==> src/rtl/screen_fill_requester_pkg.sv <==
// Shared encodings for the screen fill requester: FSM states and per-pixel colour modes.
package screen_fill_requester_pkg;

  typedef enum logic [1:0] {
    S_IDLE  = 2'd0,
    S_START = 2'd1,
    S_BUSY  = 2'd2,
    S_DONE  = 2'd3
  } state_t;

  localparam logic [1:0] MODE_OVR = 2'd0;
  localparam logic [1:0] MODE_XOR = 2'd1;
  localparam logic [1:0] MODE_OR  = 2'd2;

endpackage

==> src/rtl/screen_fill_requester_cmd_fifo.sv <==
// Synchronous command FIFO; a push while full is refused even if a pop happens that cycle.
module screen_fill_requester_cmd_fifo #(
  parameter int unsigned DATA_W = 8,
  parameter int unsigned DEPTH  = 4
) (
  input  logic              clock,
  input  logic              reset,
  input  logic              push,
  input  logic [DATA_W-1:0] push_data,
  input  logic              pop,
  output logic [DATA_W-1:0] head,
  output logic              full,
  output logic              empty
);

  localparam int unsigned AW = (DEPTH > 1) ? $clog2(DEPTH) : 1;
  localparam int unsigned CW = AW + 1;

  logic [DATA_W-1:0] mem [DEPTH];
  logic [AW-1:0]     wr_ptr;
  logic [AW-1:0]     rd_ptr;
  logic [CW-1:0]     count;
  logic              do_push;
  logic              do_pop;

  assign full    = (count == CW'(DEPTH));
  assign empty   = (count == '0);
  assign do_push = push && !full;
  assign do_pop  = pop && !empty;
  assign head    = mem[rd_ptr];

  // Pointers wrap naturally because DEPTH is a power of two.
  always_ff @(posedge clock) begin
    if (reset) begin
      wr_ptr <= '0;
      rd_ptr <= '0;
      count  <= '0;
    end else begin
      if (do_push) wr_ptr <= wr_ptr + AW'(1);
      if (do_pop)  rd_ptr <= rd_ptr + AW'(1);
      if (do_push && !do_pop)      count <= count + CW'(1);
      else if (!do_push && do_pop) count <= count - CW'(1);
    end
  end

  always_ff @(posedge clock) begin
    if (do_push) mem[wr_ptr] <= push_data;
  end

endmodule

==> src/rtl/screen_fill_requester.sv <==
// Queues rectangle-fill commands and plays them one at a time into screen_writer,
// mixing the command colour with the existing pixel colour and aborting hung fills.
module screen_fill_requester
  import screen_fill_requester_pkg::*;
#(
  parameter int unsigned WIDTH        = 8,
  parameter int unsigned COLOUR_WIDTH = 3,
  parameter int unsigned FIFO_DEPTH   = 4,
  parameter int unsigned TIMEOUT      = 65536
) (
  input  logic                    clock,
  input  logic                    reset,
  input  logic                    cmd_valid,
  output logic                    cmd_ready,
  input  logic [WIDTH-1:0]        cmd_x_min,
  input  logic [WIDTH-1:0]        cmd_y_min,
  input  logic [WIDTH-1:0]        cmd_x_range,
  input  logic [WIDTH-1:0]        cmd_y_range,
  input  logic [COLOUR_WIDTH-1:0] cmd_colour,
  input  logic [1:0]              cmd_mode,
  output logic                    screen_start,
  output logic [WIDTH-1:0]        screen_x_min,
  output logic [WIDTH-1:0]        screen_y_min,
  output logic [WIDTH-1:0]        screen_x_range,
  output logic [WIDTH-1:0]        screen_y_range,
  output logic [COLOUR_WIDTH-1:0] new_screen_colour,
  input  logic [WIDTH-1:0]        screen_x,
  input  logic [WIDTH-1:0]        screen_y,
  input  logic [COLOUR_WIDTH-1:0] old_screen_colour,
  input  logic                    screen_done,
  output logic                    busy,
  output logic [15:0]             fills_done,
  output logic                    timeout_err
);

  localparam int unsigned CMD_W = 4 * WIDTH + COLOUR_WIDTH + 2;
  localparam int unsigned WD_W  = (TIMEOUT > 1) ? $clog2(TIMEOUT) : 1;

  state_t                  state;
  state_t                  state_next;
  logic [CMD_W-1:0]        fifo_head;
  logic                    fifo_full;
  logic                    fifo_empty;
  logic                    fifo_pop;
  logic                    latch;
  logic                    complete;
  logic                    abort;
  logic                    fill_ok;
  logic [WD_W-1:0]         wd_cnt;
  logic [COLOUR_WIDTH-1:0] act_colour;
  logic [1:0]              act_mode;
  logic [WIDTH-1:0]        h_x_min;
  logic [WIDTH-1:0]        h_y_min;
  logic [WIDTH-1:0]        h_x_range;
  logic [WIDTH-1:0]        h_y_range;
  logic [COLOUR_WIDTH-1:0] h_colour;
  logic [1:0]              h_mode;
  logic                    unused_pixel;

  // Pixel coordinates are part of the interface but not needed for colour mixing.
  assign unused_pixel = ^{screen_x, screen_y};

  screen_fill_requester_cmd_fifo #(
    .DATA_W (CMD_W),
    .DEPTH  (FIFO_DEPTH)
  ) u_cmd_fifo (
    .clock     (clock),
    .reset     (reset),
    .push      (cmd_valid),
    .push_data ({cmd_x_min, cmd_y_min, cmd_x_range, cmd_y_range, cmd_colour, cmd_mode}),
    .pop       (fifo_pop),
    .head      (fifo_head),
    .full      (fifo_full),
    .empty     (fifo_empty)
  );

  assign {h_x_min, h_y_min, h_x_range, h_y_range, h_colour, h_mode} = fifo_head;
  assign cmd_ready = !fifo_full;
  assign busy      = !fifo_empty || (state != S_IDLE);

  always_ff @(posedge clock) begin
    if (reset) state <= S_IDLE;
    else       state <= state_next;
  end

  always_comb begin
    state_next = state;
    fifo_pop   = 1'b0;
    latch      = 1'b0;
    complete   = 1'b0;
    abort      = 1'b0;
    case (state)
      S_IDLE: begin
        if (!fifo_empty) begin
          latch      = 1'b1;
          state_next = S_START;
        end
      end
      S_START: begin
        fifo_pop   = 1'b1;
        state_next = S_BUSY;
      end
      S_BUSY: begin
        if (screen_done) begin
          complete   = 1'b1;
          state_next = S_DONE;
        end else if (wd_cnt == WD_W'(TIMEOUT - 1)) begin
          abort      = 1'b1;
          state_next = S_DONE;
        end
      end
      S_DONE:  state_next = S_IDLE;
      default: state_next = S_IDLE;
    endcase
  end

  // Active command, start pulse, watchdog and status counters.
  always_ff @(posedge clock) begin
    if (reset) begin
      screen_start   <= 1'b0;
      screen_x_min   <= '0;
      screen_y_min   <= '0;
      screen_x_range <= '0;
      screen_y_range <= '0;
      act_colour     <= '0;
      act_mode       <= '0;
      wd_cnt         <= '0;
      fill_ok        <= 1'b0;
      fills_done     <= '0;
      timeout_err    <= 1'b0;
    end else begin
      screen_start <= latch;
      if (latch) begin
        screen_x_min   <= h_x_min;
        screen_y_min   <= h_y_min;
        screen_x_range <= h_x_range;
        screen_y_range <= h_y_range;
        act_colour     <= h_colour;
        act_mode       <= h_mode;
      end
      if (state == S_START)     wd_cnt <= '0;
      else if (state == S_BUSY) wd_cnt <= wd_cnt + WD_W'(1);
      if (state == S_BUSY) fill_ok <= complete;
      if (state == S_DONE && fill_ok) fills_done <= fills_done + 16'd1;
      if (abort) timeout_err <= 1'b1;
    end
  end

  always_comb begin
    new_screen_colour = '0;
    if (state != S_IDLE) begin
      case (act_mode)
        MODE_XOR: new_screen_colour = act_colour ^ old_screen_colour;
        MODE_OR:  new_screen_colour = act_colour | old_screen_colour;
        default:  new_screen_colour = act_colour;
      endcase
    end
  end

endmodule

==> config.mk <==
export PLATFORM = sky130hd
export DESIGN_NAME = screen_fill_requester
export DESIGN_NICKNAME = d
export VERILOG_FILES = /design/src/rtl/screen_fill_requester_pkg.sv /design/src/rtl/screen_fill_requester_cmd_fifo.sv /design/src/rtl/screen_fill_requester.sv
export SDC_FILE = /design/constraint.sdc
export NUM_CORES = 1
export LEC_CHECK = 0
export CORE_AREA = 8 8 162 118
export DETAILED_ROUTE_END_ITERATION = 8
export DIE_AREA = 0 0 170 126
export GPL_ROUTABILITY_DRIVEN = 1
export PLACE_DENSITY = 0.79
export RECOVER_POWER = 25
export REMOVE_ABC_BUFFERS = 1
export SKIP_CTS_REPAIR_TIMING = 1
export SYNTH_ARGS = -nofsm -noshare
export SYNTH_HDL_FRONTEND = slang
export SYNTH_HIERARCHICAL = 1
export SYNTH_SLANG_ARGS = --single-unit
==> constraint.sdc <==
create_clock -name clock -period 2.3 [get_ports clock]
set_input_delay 0.46 -clock clock [delete_from_list [all_inputs] [get_ports clock]]
set_output_delay 0.46 -clock clock [all_outputs]
set_load 0.01 [all_outputs]
# After elaboration in Yosys (flattened, before gate mapping)
# Memories as Yosys holds them, arrays and structs flattened. A register that Yosys moved wholly into a read port is not among the register bits.
# Cells that the tools add are included.
[classes]
addsub = 6
n_eq_ne = 9
n_mux = 17
bitwise_logic = 2
reduce_logical = 16
[op_table]
columns = ["op", "n"]
rows = [
  ["$add A16 B1 Y16 const B", 2],
  ["$eq A16 B16 Y1 const B", 1],
  ["$mux W1", 9],
  ["$mux W3", 3],
  ["$pmux W2 S4", 1],
  ["$eq A2 B2 Y1 const B", 3],
  ["$mux W2", 3],
  ["$pmux W3 S2", 1],
  ["$logic_and A1 B1 Y1", 5],
  ["$add A2 B1 Y2 const B", 2],
  ["$eq A2 B1 Y1 const B", 2],
  ["$logic_not A1 Y1", 4],
  ["$reduce_bool A2 Y1", 2],
  ["$add A3 B1 Y3 const B", 1],
  ["$eq A3 B3 Y1 const B", 1],
  ["$logic_not A3 Y1", 1],
  ["$ne A3 B3 Y1 const B", 1],
  ["$or A3 B3 Y3", 1],
  ["$sub A3 B1 Y3 const B", 1],
  ["$xor A3 B3 Y3", 1],
  ["$logic_not A2 Y1", 1],
  ["$ne A2 B2 Y1 const B", 1],
  ["$reduce_and A2 Y1", 1],
  ["$reduce_or A2 Y1", 1],
  ["$logic_or A1 B1 Y1", 1],
]
[totals]
regBits = 44
ramBits = 148
out_inout_bits = 55
word_cells = 60
mem_count = 1
[memory_table]
columns = ["name", "words", "word_bits", "read_ports", "rd_ports_with_merged_regs", "write_ports", "line", "text"]
rows = [
  ["u_cmd_fifo.mem", 4, 37, 1, 1, 1, "screen_fill_requester_cmd_fifo.sv:19", "logic [DATA_W-1:0] mem [DEPTH];"],
]

# Longest topological paths before layout
# Gate-level depths: netlist of the first run.
[depth]
word_depth = 7
depth_mapped = 9

# Hierarchy
# The synthesis of the first run kept the hierarchy.
[modules_own_cells]
columns = ["module", "instances", "cells_each", "area_per_inst_um2"]
rows = [
  ["screen_fill_requester_cmd_fifo", 1, 241, 5844.4],
  ["screen_fill_requester", 1, 384, 3146.8],
]

# Least setup slack after synthesis of the first run
# Ideal clock, no wire load.
[synth_path]
path_kind = "reg-to-reg"
start = "register u_cmd_fifo.count[0]"
end = "memory u_cmd_fifo/mem[1][0] (netlist name) (enable)"
arrival_ns = 1.731
slack_ns = 0.172
stages_incl_launch_ff = 4
n_path_buf = 0
period_less_slack_ns = 2.128
path_cell_list = "dfxtp_1 nor3b_2 nor2_1 and2_1"
[synth_via]
elab_chain_len = 5
[synth_rtl]
columns = ["item", "line", "text"]
rows = [
  ["start, declared", "screen_fill_requester_cmd_fifo.sv:22", "logic [CW-1:0] count;"],
  ["start signal, assigned", "screen_fill_requester_cmd_fifo.sv:41", "if (do_push && !do_pop) count <= count + CW'(1);"],
  ["start signal, assigned", "screen_fill_requester_cmd_fifo.sv:42", "else if (!do_push && do_pop) count <= count - CW'(1);"],
  ["$eq A3 B3 Y1", "screen_fill_requester_cmd_fifo.sv:26", "assign full = (count == CW'(DEPTH));"],
  ["via fifo_full", "screen_fill_requester.sv:42", "logic fifo_full;"],
  ["$logic_not A1 Y1", "screen_fill_requester_cmd_fifo.sv:28", "assign do_push = push && !full;"],
  ["$logic_and A1 B1 Y1", "screen_fill_requester_cmd_fifo.sv:28", ""],
  ["via u_cmd_fifo.do_push", "screen_fill_requester_cmd_fifo.sv:23", "logic do_push;"],
  ["$mux W1", "screen_fill_requester_cmd_fifo.sv:47", "if (do_push) mem[wr_ptr] <= push_data;"],
  ["$mux W1 (not written as such)", "screen_fill_requester_cmd_fifo.sv:47", ""],
  ["end, declared", "screen_fill_requester_cmd_fifo.sv:19", ""],
]
# The timed path passes the listed nets, and every way through them passes these cells.

# Worst setup path after layout of the first run
[layout_path]
start = "input old_screen_colour[2]"
end = "output new_screen_colour[2]"
[layout_via]
elab_chain_len = 3
[layout_rtl]
columns = ["item", "line", "text"]
rows = [
  ["start, declared", "screen_fill_requester.sv:29", "input logic [COLOUR_WIDTH-1:0] old_screen_colour,"],
  ["$or A3 B3 Y3 / $xor A3 B3 Y3 (equally long branches)", "screen_fill_requester.sv:154, screen_fill_requester.sv:153", ""],
  ["$pmux W3 S2 (*)", "screen_fill_requester.sv:152", "case (act_mode)"],
  ["$mux W3 (*)", "screen_fill_requester.sv:151", "if (state != S_IDLE) begin"],
  ["end, declared", "screen_fill_requester.sv:26", "output logic [COLOUR_WIDTH-1:0] new_screen_colour,"],
]
# Mark *: on every way between the ends. The rest lies on a longest branch, timed or not.

==> flow_metrics.env, run 1 <==
export IMPL_status="finished clean"
export IMPL_holdCritPathClass="input port to flop"
export IMPL_crit_path_end_kind="primary output"
export IMPL_start_util=0.5379
export IMPL_rsz0062_at_grt="true"
export IMPL_synth_cells=625
export IMPL_worst_pin_slew_ns=0.5429
export IMPL_vias_per_cell=5.520
export IMPL_syn_area_sq_um=8991
export IMPL_drtIter0Drc=428
export IMPL_cts_sinks=231
export IMPL_ant_nets=0
export IMPL_clkTransAtPathRegs_ns=0.06
export IMPL_clock_path_buffers=3
export IMPL_ios=115
export IMPL_grt_max_degree=39
export IMPL_path_cells="clkdlybuf4s50_1 > inv_1 > ha_1 > a221oi_2 > a211oi_1 > dlymetal6s2s_1"
export IMPL_final_cell_area_sq_um=11150
export IMPL_synth_simple_area_share=0.09950
export IMPL_report_power_total_mw=12.34
export IMPL_ys_flop_type="edfxtp_1"
export IMPL_cts_inserted_buffers=22
export IMPL_synth_area_leaders="edfxtp_1, dfxtp_1, mux4_2"
export IMPL_crit_buf_inv=3
export IMPL_vias=5476
export IMPL_port_buffers=98
export IMPL_instances_no_fill=992
export IMPL_multi_input_area_sq_um=2716
export IMPL_rrSetupSlack_ns=0.10
export IMPL_hold_viol_final=0
export IMPL_muxShareOfSynthArea=0.1002
export IMPL_wl_mm=18.56
export IMPL_ir_worst_vdd_v=0.0008382
export IMPL_place_area_sq_um=10400
export IMPL_die_w_um=170
export IMPL_fin_nets=822
export IMPL_numPlacedInstances=951
export IMPL_drtPass1Iterations=5
export IMPL_ys_top_cells_by_count="edfxtp_1, nand2_1, dfxtp_1"
export IMPL_yosysWarnings=6
export IMPL_fmax_ghz=0.4518
export IMPL_cap_violations=0
export IMPL_path_max_fanout=1
export IMPL_area_growth_pct=24.00
export IMPL_grt_overflow_total=0
export IMPL_drc=0
export IMPL_drv_slew=0
export IMPL_async_reset_ff_frac=0
export IMPL_fin_tns_setup_ns=0
export IMPL_die_area_sq_um=21420
export IMPL_die_y_um=126
export IMPL_grt_antenna_before_repair=1
export IMPL_synth_compound_area_frac=0.04439
export IMPL_fin_crit_sh=0.9623
export IMPL_synth_top_family_by_area="multiplexers"
export IMPL_cts_root_buf="clkbuf_16"
export IMPL_ys_types=47
export IMPL_hpwlAfterDp_mm=12.10
export IMPL_fillers=1198
export IMPL_synth_yosys_seq_area_share=0.6791
export IMPL_avgSynthCellArea_sq_um=14.39
export IMPL_htree_levels=1
export IMPL_clock_latency_ns=0.49
export IMPL_min_period_ns=2.213
export IMPL_synth_most_common_cell="edfxtp_1"
export IMPL_skew_ns=0.006571
export IMPL_yosys_area_top_type="edfxtp_1"
export IMPL_seqCellArea_sq_um=6111
export IMPL_wire_per_inst_um=18.70
export IMPL_grt_pass1_vias=5717
export IMPL_synth_edf_count=148
export IMPL_synth_adder_area_share=0.02588
export IMPL_core_sq_um=16720
export IMPL_cp_required_ns=1.84
export IMPL_crit_type="input port to primary output"
export IMPL_slowest_delay_ns=0.45
export IMPL_maxSlewHeadroom=0.6347
export IMPL_synth_seq_cells=231
export IMPL_startpoint_type="input port"
export IMPL_p_leak_nw=3.799
export IMPL_arrival_ns=1.75
export IMPL_cts_tree="done"
export IMPL_drive_gt1_frac=0.1447
export IMPL_p_per_area_nw_per_um2=1106
export IMPL_gp_congestion=0.8277
export IMPL_final_setup_viol_count=0
export IMPL_crit_family="buffers and inverters"
export IMPL_rows=40
export IMPL_synth_xor_area_frac=0.02435
export IMPL_synth_top_cell_area_share=0.4943
export IMPL_crit_slowest_cell="clkdlybuf4s50_1"
export IMPL_grt_first_pass_wirelength_mm=29.66
export IMPL_gr_usage_all_layers=0.1718
stage by stage:
stage               utilization  setup slack (ns)  hold slack, ns
global route             0.6670          -0.01186          0.3402
finish                   0.6670           0.08678          0.3177
floorplan                     -           -0.2566          0.4303
CTS                      0.6628           -0.3177          0.3141
global placement         0.6223           -0.2217          0.4422
detailed placement       0.6223           -0.2861          0.4464
placed cells by master, fill, tap and decap left out, types with 2 or more instances in the layout:
cell / netlist / final
clkdlybuf4s50_1: 0 / 64
nor2_1: 37 / 37
mux4_1: 2 / 2
a221oi_2: 0 / 3
nor4_1: 6 / 6
clkinv_1: 0 / 4
dfxtp_2: 0 / 4
or3_1: 5 / 5
xnor2_1: 11 / 11
nand2_1: 90 / 90
edfxtp_1: 148 / 148
dfxtp_1: 83 / 79
and2_2: 0 / 4
a211oi_1: 5 / 5
mux4_2: 35 / 35
a21oi_1: 49 / 49
ha_4: 0 / 2
dlygate4sd3_1: 0 / 29
mux2i_1: 6 / 6
nand3_1: 15 / 15
or4_1: 3 / 3
dlymetal6s2s_1: 0 / 4
o21ai_0: 4 / 4
clkbuf_1: 12 / 10
buf_12: 3 / 9
xor2_1: 14 / 14
o31ai_1: 3 / 3
buf_4: 0 / 15
and3_1: 3 / 3
nor3_1: 8 / 7
nand2b_1: 4 / 3
inv_1: 20 / 20
ha_1: 17 / 15
clkbuf_16: 0 / 23
nand4_1: 7 / 7
worst paths after layout:
path                             start                   end  cells past startpoint
hold / removal                   reset         fills_done[0]                      2
setup reg to reg              state[1]   u_cmd_fifo/count[2]                      9
hold reg to reg      screen_x_range[7]     screen_x_range[7]                      2
setup / recovery  old_screen_colour[2]  new_screen_colour[2]                      6
metal layers:
layer / wire, um / vias to the layer above / track usage
li1: - / 2549 / -
met1: 7985 / 2742 / 0.2260
met2: 9069 / 155 / 0.2868
met3: 1180 / 30 / 0.03839
met4: 319 / 0 / 0.04012
met5: 0 / - / 0
cells by family after synthesis:
family,count (synthesis)
AO/OA/AOI/OAI,69
XOR/XNOR,25
buffers and inverters,47
flip-flops,231
AND/OR/NAND/NOR,192
multiplexers,43
adder cells (fa/ha/maj),18
power breakdown:
part           switching [mW]  internal [mW]  total [mW]
logic                    1.89           1.74        3.63
clock network            1.41           1.98        3.39
registers               0.309           5.01        5.32
total                    3.60           8.73        12.3
layout make-up:
type,count,area share
sequential,231,0.5481
multi-input combinational,347,0.2436
timing repair buffer,122,0.1147
clock buffer,34,0.05622
tap,231,0.02592
inverter,20,0.006733
clock inverter,6,0.004489
antenna,1,0.0002244
state kept, by name, summed over array words and instances (netlist names), 3 cells and up, named ones only:
signal,flops
screen_x_range,8
act_colour,3
wd_cnt,16
u_cmd_fifo/mem,148
screen_y_range,8
u_cmd_fifo/count,3
screen_y_min,8
fills_done,16
screen_x_min,8
Note: power is estimated with default switching activity, not from simulation.
==> run 2, diff against run 1 <==
--- a/config.mk
+++ b/config.mk
@@ -17,3 +17,4 @@
 export SYNTH_HDL_FRONTEND = slang
 export SYNTH_HIERARCHICAL = 1
 export SYNTH_SLANG_ARGS = --single-unit
+export TNS_END_PERCENT = 5
==> results of run 2 <==
Final layout, timing and power as in run 1 (identical DEF).
==> run 3, diff against run 2 <==
--- a/config.mk
+++ b/config.mk
@@ -5,6 +5,7 @@
 export SDC_FILE = /design/constraint.sdc
 export NUM_CORES = 1
 export LEC_CHECK = 0
+export CAP_MARGIN = 5
 export CORE_AREA = 8 8 162 118
 export DETAILED_ROUTE_END_ITERATION = 8
 export DIE_AREA = 0 0 170 126
==> constraint.sdc (replaced) <==
create_clock -name clock -period 2.2 [get_ports clock]
set_input_delay 0.44 -clock clock [delete_from_list [all_inputs] [get_ports clock]]
set_output_delay 0.44 -clock clock [all_outputs]
set_load 0.01 [all_outputs]
==> flow_metrics.env, run 3 (synthesized netlist as in run 1, its figures left out) <==
export IMPL_status="finished clean"
export IMPL_fin_crit_sh=0.9864
export IMPL_p_clk_frac=0.278
export IMPL_gp_congestion=0.8120
export IMPL_p_sw_mw=3.745
export IMPL_grt_first_pass_wirelength_mm=29.49
export IMPL_cap_violations=0
export IMPL_maxSlewHeadroom=0.6848
export IMPL_grt_pass1_vias=5677
export IMPL_fillers=1196
export IMPL_die_area_sq_um=21420
export IMPL_largest_register_ffs=148
export IMPL_worst_pin_slew_ns=0.4685
export IMPL_clkTransAtPathRegs_ns=0.06
export IMPL_rsz0062_at_grt="true"
export IMPL_dp_slack_ns=-0.3722
export IMPL_clock_latency_ns=0.49
export IMPL_drc=0
export IMPL_ios=115
export IMPL_regToRegEndpoint="u_cmd_fifo/count[2]"
export IMPL_vias=5451
export IMPL_swShare=0.2902
export IMPL_startpoint="old_screen_colour[1]"
export IMPL_drv_slew=0
export IMPL_hpwlAfterDp_mm=12.09
export IMPL_cts_sinks=231
export IMPL_antenna_cells=0
export IMPL_gr_usage_all_layers=0.1721
export IMPL_regMostFlops="u_cmd_fifo/mem"
export IMPL_p_seq_frac=0.432
export IMPL_grt_use_met1=0.2249
export IMPL_top_usage_layer="met2"
export IMPL_ant_nets=0
export IMPL_fmax_ghz=0.4608
export IMPL_port_buffers=98
export IMPL_met3_usage=0.03777
export IMPL_rrSetupSlack_ns=0.09
export IMPL_vias_per_cell=5.501
export IMPL_drtPass1Iterations=4
export IMPL_multi_input_area_sq_um=2713
export IMPL_holdCritPathClass="input port to flop"
export IMPL_p_per_area_nw_per_um2=1156
export IMPL_wire_per_inst_um=18.47
export IMPL_reg2regPathDepth=7
export IMPL_drive_gt1_frac=0.1526
export IMPL_wl_mm=18.30
export IMPL_seqCellArea_sq_um=6115
export IMPL_core_sq_um=16720
export IMPL_hold_viol_final=0
export IMPL_final_common_cell="edfxtp_1"
export IMPL_drtIter0Drc=296
export IMPL_grt_max_degree=50
export IMPL_start_util=0.5379
export IMPL_cts_root_buf="clkbuf_16"
export IMPL_clock_path_buffers=3
export IMPL_arrival_ns=1.73
export IMPL_path_max_fanout=1
export IMPL_grt_util_met2=0.2891
export IMPL_final_cell_mix="edfxtp_1, nand2_1, dfxtp_1"
export IMPL_startpoint_type="input port"
export IMPL_crit_path_end_kind="primary output"
export IMPL_crit_type="input port to primary output"
export IMPL_reg2reg_from="u_cmd_fifo/count[1]"
export IMPL_skew_ns=0.009408
export IMPL_die_w_um=170
export IMPL_min_period_ns=2.170
export IMPL_p_leak_nw=3.789
export IMPL_rows=40
export IMPL_final_setup_viol_count=0
export IMPL_fin_nets=822
export IMPL_die_y_um=126
export IMPL_htree_levels=1
export IMPL_ir_worst_vdd_v=0.0006830
export IMPL_cts_inserted_buffers=22
export IMPL_cp_required_ns=1.76
export IMPL_endpoint="new_screen_colour[1]"
export IMPL_grt_antenna_before_repair=1
export IMPL_cts_tree="done"
export IMPL_grt_overflow_total=0
export IMPL_report_power_total_mw=12.91
export IMPL_area_growth_pct=24.14
export IMPL_internal_power_mw=9.162
export IMPL_power_frac_comb=0.290
export IMPL_worst_slack_ns=0.02988
export IMPL_reg_top3="u_cmd_fifo/mem: 148 flops, fills_done: 16 flops, wd_cnt: 16 flops"
[run 3: cell count changes in the layout (fill, tap and decap cells not counted), moves of 2 or more]
| cell | delta |
|---|---|
| dfxtp_2 | +3 |
| clkdlybuf4s50_1 | +2 |
| dlygate4sd3_1 | -2 |
| dfxtp_1 | -3 |
[run 3: area by class of cell]
class	count	area share
Sequential cell	231	0.5478
Multi-Input combinational cell	347	0.2430
Timing Repair Buffer	122	0.1150
Clock buffer	35	0.05739
Tap cell	231	0.02589
Inverter	20	0.006726
Clock inverter	5	0.004148
[run 3: critical path: stages]
cell and delay (ns):
clkdlybuf4s50_1 0.46, inv_1 0.05, ha_1 0.28, a221oi_1 0.26, a211oi_1 0.08, buf_2 0.15
[run 3: worst min path at each step]
stage | slack, ns | endpoint | startpoint | cells after the start
CTS | 0.18 | timeout_err | reset | 2
finish | 0.19 | timeout_err | reset | 2
global placement | 0.44 | screen_y_min[4] | screen_y_min[4] | 2
detailed placement | 0.45 | screen_x_min[1] | screen_x_min[1] | 2
floorplan | 0.43 | act_colour[0] | act_colour[0] | 2
global route | 0.19 | timeout_err | reset | 2
[run 3: metrics by stage]
| stage | setup TNS (ns) | hold WS, ns | instance area [sq um] | instances | util |
|---|---|---|---|---|---|
| after floorplan | -11.56 | 0.4303 | 8827 | 598 | - |
| after global routing | -0.1455 | 0.1861 | 11160 | 991 | 0.6677 |
| after global placement | -0.9903 | 0.4417 | 10420 | 951 | 0.6231 |
| after detailed placement | -1.233 | 0.4493 | 10420 | 951 | 0.6231 |
| after CTS | -1.603 | 0.1819 | 11100 | 991 | 0.6641 |
| final | 0 | 0.1948 | 11160 | 991 | 0.6677 |
[run 3: per-layer routing]
layer  share of wire  up-vias
met5         0.00066        -
met4           0.015        2
met3           0.063       29
met2            0.49      156
met1            0.43     2716
li1                -     2548
[run 3: power groups by stage]
stage	Clock, mW	Sequential [mW]	Combinational [mW]
2_1_floorplan	0	5.80	1.80
3_5_place_dp	0	5.64	3.75
6_report	3.59	5.57	3.75
5_1_grt	3.85	5.64	4.11
4_1_cts	3.68	5.55	3.77
3_3_place_gp	0	5.60	3.63
==> patch (config.mk and constraints of run 1) <==
The parameter `FIFO_DEPTH` goes from 4 to 2.
--- a/src/rtl/screen_fill_requester.sv
+++ b/src/rtl/screen_fill_requester.sv
@@ -5,7 +5,7 @@
 #(
   parameter int unsigned WIDTH        = 8,
   parameter int unsigned COLOUR_WIDTH = 3,
-  parameter int unsigned FIFO_DEPTH   = 4,
+  parameter int unsigned FIFO_DEPTH   = 2,
   parameter int unsigned TIMEOUT      = 65536
 ) (
   input  logic                    clock,
Function: changed (Yosys sat finds a counterexample within 4 cycles, from zero or initial values and one cycle with reset high).
==> patch against run 1 <==
  * Maximum frequency rose by 0.55%
  * Combinational power fell by 37%
  * Critical path type unchanged
  * Wire length fell by 30%
  * Sequential cell count fell by 78
  * Design area fell by 28%
  * Core utilization fell by 19 points
  * Synthesized area fell by 33%
  * Power fell by 29%
  * Setup slack improved by 12 ps
  * Largest cell class unchanged
==> patch: results (changes against run 1) <==
* Final wirelength at 13000 µm (-30%)
* Synth Area in Adders at 2.70% (+0.11 points)
* Main combinational cell family by area after synthesis: simple AND/OR/NAND/NOR gates
* Worst r2r src: state[0]
* Static Leak at 0.00285 µW (-25%)
* Status: completed
* Crit path launch: old_screen_colour[1]
* H-Tree Depth at 4 (+3)
* Critical Path Sink: new_screen_colour[1]
* HPWL Detailed at 8920 µm (-26%)
* FILL cells at 1531 (+28%)
* Average cell area after synthesis at 11.5 µm² (-20%)
* Placement Setup Slack at -255 ps (+30.8 ps)
* Seq pwr at 3570 µW (-33%)
* Number of flip-flops under the largest register name at 74 (-50%)
* Total CTS buffers at 17 (-23%)
* Initial antenna violation count at 0 (-1)
* Synth Area in Compound Gates at 6.35% (+1.9 points)
* Hold_ws at 418 ps (+100 ps)
* Rel. slew slack at 60.3% (-3.1 points)
* Diodes inserted at 0 (-1)
* Synth Flop Type: dfxtp_1
* Tot GR Track Use at 12.5% (-4.7 points)
* Iteration-0 DRC Markers at 206 (-52%)
* First-pass GRT wire length at 20900 µm (-30%)
* Gate power share at 26.4% (-3.0 points)
* Max clock buf depth at 2 (-1)
* FF-to-FF path depth at 6 (-3)
* Power Combinational at 2300 µW (-37%)
==> patch: cell types whose count changed in the layout (fill, tap and decap cells not counted), sizes merged, moves of 4 or more <==
| cell | before | now |
|---|---|---|
| clkdlybuf4s50 | 64 | 58 |
| buf | 25 | 15 |
| edfxtp | 148 | 74 |
| dlygate4sd3 | 29 | 35 |
| mux4 | 37 | 0 |
| mux2 | 0 | 37 |
| clkbuf | 34 | 28 |
| ha | 17 | 13 |
| dfxtp | 83 | 79 |
==> patch: routing by layer <==
metal	GRT usage, %	vias to the layer above	wire length, µm	part of all wire [%]
li1	-	2059	-	-
met1	15.6	1961	6220	48
met2	19.4	71	5930	46
met3	4.24	10	725	5.6
met4	4.94	0	138	1.1
met5	0	-	0	0
==> patch: layout make-up <==
type                       count  area [µm²]  share of cell area [%]
tap                          231         289                    3.61
inverter                      18        67.6                   0.845
clock inverter                 4        47.5                   0.594
clock buffer                  28         572                    7.15
sequential                   153        3800                    47.6
multi-input combinational    331        2090                    26.1
timing repair buffer         112        1130                    14.1
